$ cat src/rtl/ascon_pkg.sv
// Shared types and constants for the Ascon permutation: FSM encoding, state
// layout, rotation amounts and the round-constant / rotate helpers.
package ascon_pkg;

  typedef enum logic [1:0] {IDLE, RUN, DONE} fsm_t;

  localparam int ROUNDS_MAX_DEF = 12;

  // Word k of the 320-bit state lives at index [k].
  typedef logic [4:0][63:0] state_t;

  localparam int ROT_A [5] = '{19, 61, 1, 10, 7};
  localparam int ROT_B [5] = '{28, 39, 6, 17, 41};

  function automatic logic [7:0] round_const(input logic [3:0] i);
    return {4'hF - i, i};
  endfunction

  function automatic logic [63:0] ror64(input logic [63:0] x, input int r);
    return (x >> r) | (x << (64 - r));
  endfunction

endpackage

$ cat src/rtl/ascon_permutation_if.sv
// Control/data bundle between the host (spi_subnode side) and the permutation.
interface ascon_permutation_if;
  logic        load;
  logic        start;
  logic [3:0]  num_rounds;
  logic [63:0] S_0_in, S_1_in, S_2_in, S_3_in, S_4_in;
  logic [63:0] S_0_reg, S_1_reg, S_2_reg, S_3_reg, S_4_reg;
  logic        busy;
  logic        done;

  modport master (
    output load, start, num_rounds, S_0_in, S_1_in, S_2_in, S_3_in, S_4_in,
    input  S_0_reg, S_1_reg, S_2_reg, S_3_reg, S_4_reg, busy, done
  );

  modport slave (
    input  load, start, num_rounds, S_0_in, S_1_in, S_2_in, S_3_in, S_4_in,
    output S_0_reg, S_1_reg, S_2_reg, S_3_reg, S_4_reg, busy, done
  );
endinterface

$ cat src/rtl/ascon_round.sv
// One combinational Ascon round: constant addition, bitsliced 5-bit S-box,
// linear diffusion layer.
module ascon_round
  import ascon_pkg::*;
(
  input  state_t     s_i,
  input  logic [3:0] rnd_i,
  output state_t     s_o
);

  state_t x, t;

  always_comb begin
    x    = s_i;
    t    = '0;
    x[2] = x[2] ^ {56'd0, round_const(rnd_i)};

    x[0] = x[0] ^ x[4];
    x[4] = x[4] ^ x[3];
    x[2] = x[2] ^ x[1];
    t[0] = ~x[0] & x[1];
    t[1] = ~x[1] & x[2];
    t[2] = ~x[2] & x[3];
    t[3] = ~x[3] & x[4];
    t[4] = ~x[4] & x[0];
    x[0] = x[0] ^ t[1];
    x[1] = x[1] ^ t[2];
    x[2] = x[2] ^ t[3];
    x[3] = x[3] ^ t[4];
    x[4] = x[4] ^ t[0];
    x[1] = x[1] ^ x[0];
    x[0] = x[0] ^ x[4];
    x[3] = x[3] ^ x[2];
    x[2] = ~x[2];

    s_o[0] = x[0] ^ ror64(x[0], ROT_A[0]) ^ ror64(x[0], ROT_B[0]);
    s_o[1] = x[1] ^ ror64(x[1], ROT_A[1]) ^ ror64(x[1], ROT_B[1]);
    s_o[2] = x[2] ^ ror64(x[2], ROT_A[2]) ^ ror64(x[2], ROT_B[2]);
    s_o[3] = x[3] ^ ror64(x[3], ROT_A[3]) ^ ror64(x[3], ROT_B[3]);
    s_o[4] = x[4] ^ ror64(x[4], ROT_A[4]) ^ ror64(x[4], ROT_B[4]);
  end

endmodule

$ cat src/rtl/ascon_permutation.sv
// Iterated Ascon permutation p^n with load/start control.
// ASCON_TWO_ROUNDS_EN: chain two rounds per RUN cycle (ceil(n/2) latency).
module ascon_permutation
  import ascon_pkg::*;
#(
  parameter int ROUNDS_MAX = ROUNDS_MAX_DEF
) (
  input  logic                clk,
  input  logic                rst_n,
  ascon_permutation_if.slave  bus
);

  localparam logic [3:0] RMAX = 4'(ROUNDS_MAX);

  fsm_t       st_q;
  state_t     s_q;
  logic [3:0] rnd_q, rem_q;
  logic       busy_q, done_q;

  state_t     s_in, rnd1_s, step_s;
  logic [3:0] n_eff, step;

  assign s_in  = {bus.S_4_in, bus.S_3_in, bus.S_2_in, bus.S_1_in, bus.S_0_in};
  assign n_eff = (bus.num_rounds > RMAX) ? RMAX : bus.num_rounds;

  ascon_round u_rnd0 (.s_i(s_q), .rnd_i(rnd_q), .s_o(rnd1_s));

`ifdef ASCON_TWO_ROUNDS_EN
  localparam logic [3:0] STEP_MAX = 4'd2;
  state_t rnd2_s;

  ascon_round u_rnd1 (.s_i(rnd1_s), .rnd_i(rnd_q + 4'd1), .s_o(rnd2_s));

  // An odd remainder finishes with a single round in the last cycle.
  assign step   = (rem_q >= 4'd2) ? 4'd2 : 4'd1;
  assign step_s = (rem_q >= 4'd2) ? rnd2_s : rnd1_s;
`else
  localparam logic [3:0] STEP_MAX = 4'd1;

  assign step   = 4'd1;
  assign step_s = rnd1_s;
`endif

  always_ff @(posedge clk or negedge rst_n) begin
    if (!rst_n) begin
      st_q   <= IDLE;
      s_q    <= '0;
      rnd_q  <= '0;
      rem_q  <= '0;
      busy_q <= 1'b0;
      done_q <= 1'b0;
    end else begin
      case (st_q)
        IDLE: begin
          if (bus.load) s_q <= s_in;
          if (bus.start) begin
            rem_q <= n_eff;
            rnd_q <= RMAX - n_eff;
            if (n_eff == 4'd0) begin
              st_q   <= DONE;
              done_q <= 1'b1;
            end else begin
              st_q   <= RUN;
              busy_q <= 1'b1;
            end
          end
        end
        RUN: begin
          s_q   <= step_s;
          rnd_q <= rnd_q + step;
          rem_q <= rem_q - step;
          if (rem_q <= STEP_MAX) begin
            st_q   <= DONE;
            busy_q <= 1'b0;
            done_q <= 1'b1;
          end
        end
        DONE: begin
          st_q   <= IDLE;
          done_q <= 1'b0;
        end
        default: st_q <= IDLE;
      endcase
    end
  end

  assign bus.S_0_reg = s_q[0];
  assign bus.S_1_reg = s_q[1];
  assign bus.S_2_reg = s_q[2];
  assign bus.S_3_reg = s_q[3];
  assign bus.S_4_reg = s_q[4];
  assign bus.busy    = busy_q;
  assign bus.done    = done_q;

endmodule

$ cat src/flat_wrapper.sv
// flat-port wrapper written by rule: the top's interface ports become plain ports
module ascon_permutation_flat import ascon_pkg::*;
#(
  parameter int ROUNDS_MAX = ROUNDS_MAX_DEF
)
  (clk, rst_n, bus_load, bus_start, bus_num_rounds, bus_S_0_in, bus_S_1_in, bus_S_2_in, bus_S_3_in, bus_S_4_in, bus_S_0_reg, bus_S_1_reg, bus_S_2_reg, bus_S_3_reg, bus_S_4_reg, bus_busy, bus_done);
  ascon_permutation_if bus_i ();
  input  logic clk;
  input  logic rst_n;
  input wire logic [$bits(bus_i.load)-1:0] bus_load;
  input wire logic [$bits(bus_i.start)-1:0] bus_start;
  input wire logic [$bits(bus_i.num_rounds)-1:0] bus_num_rounds;
  input wire logic [$bits(bus_i.S_0_in)-1:0] bus_S_0_in;
  input wire logic [$bits(bus_i.S_1_in)-1:0] bus_S_1_in;
  input wire logic [$bits(bus_i.S_2_in)-1:0] bus_S_2_in;
  input wire logic [$bits(bus_i.S_3_in)-1:0] bus_S_3_in;
  input wire logic [$bits(bus_i.S_4_in)-1:0] bus_S_4_in;
  output wire logic [$bits(bus_i.S_0_reg)-1:0] bus_S_0_reg;
  output wire logic [$bits(bus_i.S_1_reg)-1:0] bus_S_1_reg;
  output wire logic [$bits(bus_i.S_2_reg)-1:0] bus_S_2_reg;
  output wire logic [$bits(bus_i.S_3_reg)-1:0] bus_S_3_reg;
  output wire logic [$bits(bus_i.S_4_reg)-1:0] bus_S_4_reg;
  output wire logic [$bits(bus_i.busy)-1:0] bus_busy;
  output wire logic [$bits(bus_i.done)-1:0] bus_done;
  assign bus_i.load = bus_load;
  assign bus_i.start = bus_start;
  assign bus_i.num_rounds = bus_num_rounds;
  assign bus_i.S_0_in = bus_S_0_in;
  assign bus_i.S_1_in = bus_S_1_in;
  assign bus_i.S_2_in = bus_S_2_in;
  assign bus_i.S_3_in = bus_S_3_in;
  assign bus_i.S_4_in = bus_S_4_in;
  assign bus_S_0_reg = bus_i.S_0_reg;
  assign bus_S_1_reg = bus_i.S_1_reg;
  assign bus_S_2_reg = bus_i.S_2_reg;
  assign bus_S_3_reg = bus_i.S_3_reg;
  assign bus_S_4_reg = bus_i.S_4_reg;
  assign bus_busy = bus_i.busy;
  assign bus_done = bus_i.done;
  ascon_permutation #(.ROUNDS_MAX(ROUNDS_MAX)) u_core (.clk(clk), .rst_n(rst_n), .bus(bus_i));
endmodule
$ cat config.mk
export PLATFORM = sky130hd
export DESIGN_NAME = ascon_permutation_flat
export DESIGN_NICKNAME = d
export VERILOG_FILES = /design/src/rtl/ascon_pkg.sv /design/src/rtl/ascon_permutation_if.sv /design/src/rtl/ascon_round.sv /design/src/rtl/ascon_permutation.sv /design/src/flat_wrapper.sv
export SDC_FILE = /design/constraint.sdc
export NUM_CORES = 2
export LEC_CHECK = 0
export ABC_AREA = 1
export CAP_MARGIN = 20
export CORE_UTILIZATION = 35
export CTS_BUF_LIST = sky130_fd_sc_hd__clkbuf_4
export DETAILED_ROUTE_END_ITERATION = 8
export PLACE_DENSITY_LB_ADDON = 0.05
export RECOVER_POWER = 50
export REMOVE_ABC_BUFFERS = 1
export SYNTH_ARGS = -nofsm -noshare
export SYNTH_HDL_FRONTEND = slang
export SYNTH_SLANG_ARGS = --single-unit
$ cat constraint.sdc
create_clock -name clk -period 2.55 [get_ports clk]
set_input_delay 0.255 -clock clk [delete_from_list [all_inputs] [get_ports clk]]
set_output_delay 0.255 -clock clk [all_outputs]
set_load 0.02 [all_outputs]
Word-level counts from Yosys, hierarchy flattened --
Index checks and enable logic that the tools add are counted.
Operators by class: $add $sub $neg 4, order comparisons 2, equal/unequal tests 7, mux-type cells 19, bitwise gates (word level) 43, reduce and logical (&&, ||, !) cells 9
Operator list (number):
- $xor 64x64->64 | 21
- $pmux 320 s2 | 1
- $not 64->64 | 6
- $and 64x64->64 | 5
- $mux 320 | 1
- $or 23x64->64 | 1
- $or 25x64->64 | 1
- $or 3x64->64 | 1
- $or 36x64->64 | 1
- $or 45x64->64 | 1
- $or 47x64->64 | 1
- $or 54x64->64 | 1
- $or 57x64->64 | 1
- $or 58x64->64 | 1
- $or 63x64->64 | 1
- $xor 64x8->64 | 1
- $pmux 4 s2 | 2
- $mux 4 | 3
- $reduce_and 4->1 | 2
- $sub 4x4->4 const A | 2
- $mux 1 | 6
- $mux 2 | 3
- $ne 2x2->1 const B | 3
- $reduce_and 2->1 | 3
- other kinds (14) | 15
Word-level totals: flip-flop bits (word level) 332, input bits 328, output and inout port bits 322, logic and storage cells 94

Longest topological paths before layout --
depth after elaboration 11, mapped depth 16, gate-level depth less buffers 16

Cells and area by module --
From an unflattened synthesis, not the netlist that was laid out.
Second synthesis, totals: cell total of the unflattened synthesis 6049, area, all modules 36287.3 µm²
Modules (own cells, without submodules):
- ascon_round | instances 1, cells each 4166, area each 20743.6 µm², sequential area each 0.0 µm²
- ascon_permutation | instances 1, cells each 1883, area each 15543.7 µm², sequential area each 8308.0 µm²

Worst setup path after synthesis --
OpenSTA, ideal clock, no wires.
path kind register to register, from register u_core.s_q (netlist bit u_core.bus.S_2_reg[1]), to register u_core.s_q (netlist bit u_core.bus.S_3_reg[55]), library setup time 117 ps, arrival time 1978 ps, data required time 2433 ps, path slack 455 ps, stages on the path, launching flop included 13, path buffers 0, clock period less this slack 2095 ps, cells stage by stage dfrtp_1 > inv_1 > nand2_1 > and2_1 > ha_1 > xor2_1 > inv_1 > xor2_1 > nand2_1 > nand3_1 > nand3_1 > nand2_1 > nand2_1
On the way: longest elaborated chain between the ends 8
RTL lines:
- from (decl) | line ascon_permutation.sv:16 | state_t s_q;
- from (signal assigned) | line ascon_permutation.sv:55 | if (bus.load) s_q <= s_in;
- from (signal assigned) | line ascon_permutation.sv:69 | s_q <= step_s;
- $xor 64x8->64 | line ascon_round.sv:16 | x[2] = x[2] ^ {56'd0, round_const(rnd_i)};
- $xor 64x64->64 | line ascon_round.sv:20 | x[2] = x[2] ^ x[1];
- $xor 64x64->64 | line ascon_round.sv:28 | x[2] = x[2] ^ t[3];
- $xor 64x64->64 | line ascon_round.sv:33 | x[3] = x[3] ^ x[2];
- $or 54x64->64 | line ascon_pkg.sv:20 | return (x >> r) | (x << (64 - r));
- $xor 64x64->64 (2 in series) | line ascon_round.sv:39 | s_o[3] = x[3] ^ ror64(x[3], ROT_A[3]) ^ ror64(x[3], ROT_B[3]);
- $pmux 320 s2 | line ascon_permutation.sv:53 | case (st_q)
No other way between the ends. A chain may end at the register's enable or synchronous reset.

Worst setup path after layout --
from register u_core.s_q (netlist bit u_core.bus.S_1_reg[41]), to register u_core.s_q (netlist bit u_core.bus.S_0_reg[22])
On the way: longest elaborated chain between the ends 8, elaborated cells on any way between the ends 11, those cells by class mux (1); bitwise (10)
RTL lines:
- $xor 64x64->64 / $not 64->64 (equally long branches) | line ascon_round.sv:20, ascon_round.sv:22
- $and 64x64->64 | line ascon_round.sv:22 | t[1] = ~x[1] & x[2];
- $xor 64x64->64 | line ascon_round.sv:26 | x[0] = x[0] ^ t[1];
- $xor 64x64->64 * | line ascon_round.sv:32 | x[0] = x[0] ^ x[4];
- $or 45x64->64 * | line ascon_pkg.sv:20
- $xor 64x64->64 * (2 in series) | line ascon_round.sv:36 | s_o[0] = x[0] ^ ror64(x[0], ROT_A[0]) ^ ror64(x[0], ROT_B[0]);
- $pmux 320 s2 * | line ascon_permutation.sv:53
Mark *: on every way between the ends. The rest lies on a longest branch, timed or not.

==> results_dict.tcl <==
set metrics [dict create \
    ctsRootBufferMaster "clkbuf_4" \
    die_h_um 322.6 \
    final_layout_size_suffix_gt1_share_pct 11.49 \
    core_um2 101900 \
    cpMaxStageDelayCell "dfrtp_1" \
    path_clk_slew_ps 70 \
    clock-sinks 332 \
    synthXorXnorAreaFrac_pct 9.719 \
    critPathBufInv 4 \
    stdcell_area_um2 53290 \
    nFillCells 10620 \
    grt_pass1_vias 44200 \
    grt_pass1_wl_um 318000 \
    critPathRequiredTime_ps 3460 \
    fin_nets 8239 \
    finalNonFillerCells 9228 \
    cpMostUsedCell "nand2_1" \
    drc 0 \
    slew_headroom_pct -35.17 \
    layout_min_cycle_time_ps 2617 \
    firstDrtPassIters 9 \
    dp_hpwl_um 193300 \
    num_rows 117 \
    synth_top_family_by_area "simple AND/OR/NAND/NOR gates" \
    setup-violations-final 1 \
    tritoncts "done" \
    reg2reg_from "u_core.bus.S_1_reg[41]" \
    wire_per_inst_um 25.30 \
    regToRegSetupSlack_ps -70 \
    wl_met2_um 100500 \
    ant_nets 0 \
    cp_top_family "simple AND/OR/NAND/NOR gates" \
    hold_violations 0 \
    netlist_area_um2 35970 \
    synth_edf_count 0 \
    antenna_found_initial 14 \
    ys_ff_latch 332 \
    htree_levels 3 \
    portBuffers 649 \
    via_per_inst 5.334 \
    holdCritPathClass "in2reg" \
    wl_met3_um 23130 \
    ys.flop_type "dfrtp_1" \
    regArea_um2 8319 \
    synth_area_per_cell_um2 5.801 \
    yosysTopAreaCellShare_pct 34.93 \
    cp_data_arrival_time_ps 3520 \
    synthTopCellsByCount "nand2_1, nand3_1, inv_1" \
    chipWidth_um 322.6 \
    grt_overflow_total 0 \
    drt-total-wl_um 233400 \
    yosys.area.top_type "nand2_1" \
    ys_types 36 \
    fin_skew_ps 52.32 \
    worst_slew_pin_slew_ps 2028 \
    grt_max_degree 86 \
    max_cap_violations 1 \
    top_layer "met5" \
    yosys_warnings 0 \
    final_util_pct 52.31 \
    synth-seq-area-share_pct 23.10 \
    cp_cell_sequence "inv_1 > ha_1 > inv_1 > nand3_1 > nand2_1 > inv_1 > nand2_1 > nand2_1 > buf_4 > nand2_1 > nand2_1 > nand2_1 > nand3_1 > nand2_1 > nand2_1" \
    cpPeakStageDelay_ps 400 \
    crit_path_start_kind "register" \
    synthMuxAreaShare_pct 0 \
    initial_core_util_pct 35.30 \
    cp-end-kind "register" \
    yosysMostFrequentCell "nand2_1" \
    ys_top_cells_by_area "nand2_1, dfrtp_1, nand3_1" \
    synthCells 6201 \
    routabilityCongestion 1.095 \
    crit_start "u_core.bus.S_1_reg[41]" \
    slew_viol_final 9 \
    min_from "bus_S_0_in[5]" \
    synth_fa_ha_area_share_pct 4.591 \
    crit_type "reg2reg" \
    clk_path_buf_depth 3 \
    clkLatencyLatePin_ps 1060 \
    async_flop_share_pct 100.0 \
    status "finished with violations" \
    synth-simple-area-share_pct 47.87 \
    multi_input_area_um2 24980 \
    ios 650 \
    cp_max_fo 4 \
    dp_cells 8712 \
    place_area_um2 48770 \
    synth-compound-area-share_pct 6.988 \
    cts-buffers-inserted 109 \
    fmax_mhz 382.1 \
    wl_met1_um 93120 \
    fin_crit_sh_pct 102.6 \
    layout_setup_ws_ps -66.91 \
    dieArea_um2 104100 \
    area_delta_synth_final_pct 48.16 \
    vias 49220 \
    grt_usage_pct 43.48 \
    first_iter_violations 5421 \
    violations "max-capacitance violations, max-slew violations, negative setup slack" \
]
-- repair_timing --
| item | 4_1_cts | 5_1_grt |
|---|---|---|
| hold endpoints to repair | 650 | 0 |
| buffers inserted | 0 | 2 |
| pin swaps | 0 | 2 |
| setup endpoints to repair | 29 | 27 |
| resized for setup | 37 | 22 |
| hold buffers | 322 | 0 |
-- routing by layer --
metal | track usage, % | up-vias
met5 | 0 | -
met4 | 26.57 | 8
met3 | 8.790 | 497
met2 | 67.02 | 2620
met1 | 55.70 | 23220
li1 | - | 22880
-- cell families (layout without fill, tap and decap cells) --
| logic type | count (synthesis) | in the layout |
|---|---|---|
| AOI/OAI and AO/OA | 451 | 451 |
| xor gates and xnor gates | 334 | 334 |
| adders and majority gates | 132 | 132 |
| buffers and inverters | 690 | 2341 |
| DFF | 332 | 332 |
| other | 0 | 8 |
| and+or+nand+nor | 4262 | 4262 |
-- cells in the final DEF (no fill, tap or decap), types with 7 or more instances in the layout --
master           instances
buf_12                  36
o21ai_0                163
diode_2                  8
ha_1                   131
nand2_1               3337
nand2_2                 13
dfrtp_1                323
nand3b_1                17
xnor2_4                 16
dlygate4sd2_1           24
xnor2_2                 28
clkbuf_2                13
nor2_1                  98
dlygate4sd3_1          321
xnor2_1                 95
clkbuf_4               143
o22ai_1                 66
clkbuf_1                10
nand4_1                114
buf_4                  573
inv_1                  540
dfrtp_2                  9
inv_2                    7
nand3_1                675
clkinv_1                31
clkdlybuf4s50_1        623
a21oi_1                184
xor2_2                  15
a21boi_2                24
xor2_1                 179
-- cell type report --
cell class	count	share of cell area, %
clock buffers	142	2.000
repair buffers	1609	27.95
inverters	548	3.890
clock inverters	42	0.4226
flip-flops and latches	332	15.61
well taps	1368	3.212
multi-input cells	5179	46.88
diodes	8	0.03756
-- worst paths after layout --
kind                                          end  cells after the start
setup / recovery           u_core.bus.S_0_reg[22]                     15
hold / removal              u_core.bus.S_0_reg[5]                      5
setup reg to reg           u_core.bus.S_0_reg[22]                     15
hold reg to reg            u_core.bus.S_3_reg[60]                      2
max in group asynchronous  u_core.bus.S_0_reg[23]                      4
min in group asynchronous         u_core.rem_q[2]                      4
-- worst reg2reg max path, stage by stage (launching register included) --
cell     delay, ps
dfrtp_1        400
inv_1           70
ha_1           190
inv_1           50
nand3_1         70
nand2_1        230
inv_1          100
nand2_1         80
nand2_1        380
buf_4          300
nand2_1         80
nand2_1         60
nand2_1         50
nand3_1        220
nand2_1        130
nand2_1         50
-- metrics by stage --
step	hold WS, ps	setup WS [ps]	TNS [ps]
after floorplan	-40.59	-15700	-4539700
after global placement	232.2	-292.1	-488.0
after detailed placement	231.4	-208.1	-290.8
after CTS	4.438	-64.11	-64.11
after global routing	54.05	-14.65	-58.82
final	61.95	-66.91	-66.91
Power is not shown: default switching activity piles up to over one toggle a cycle in this logic, so the estimate is an artifact.
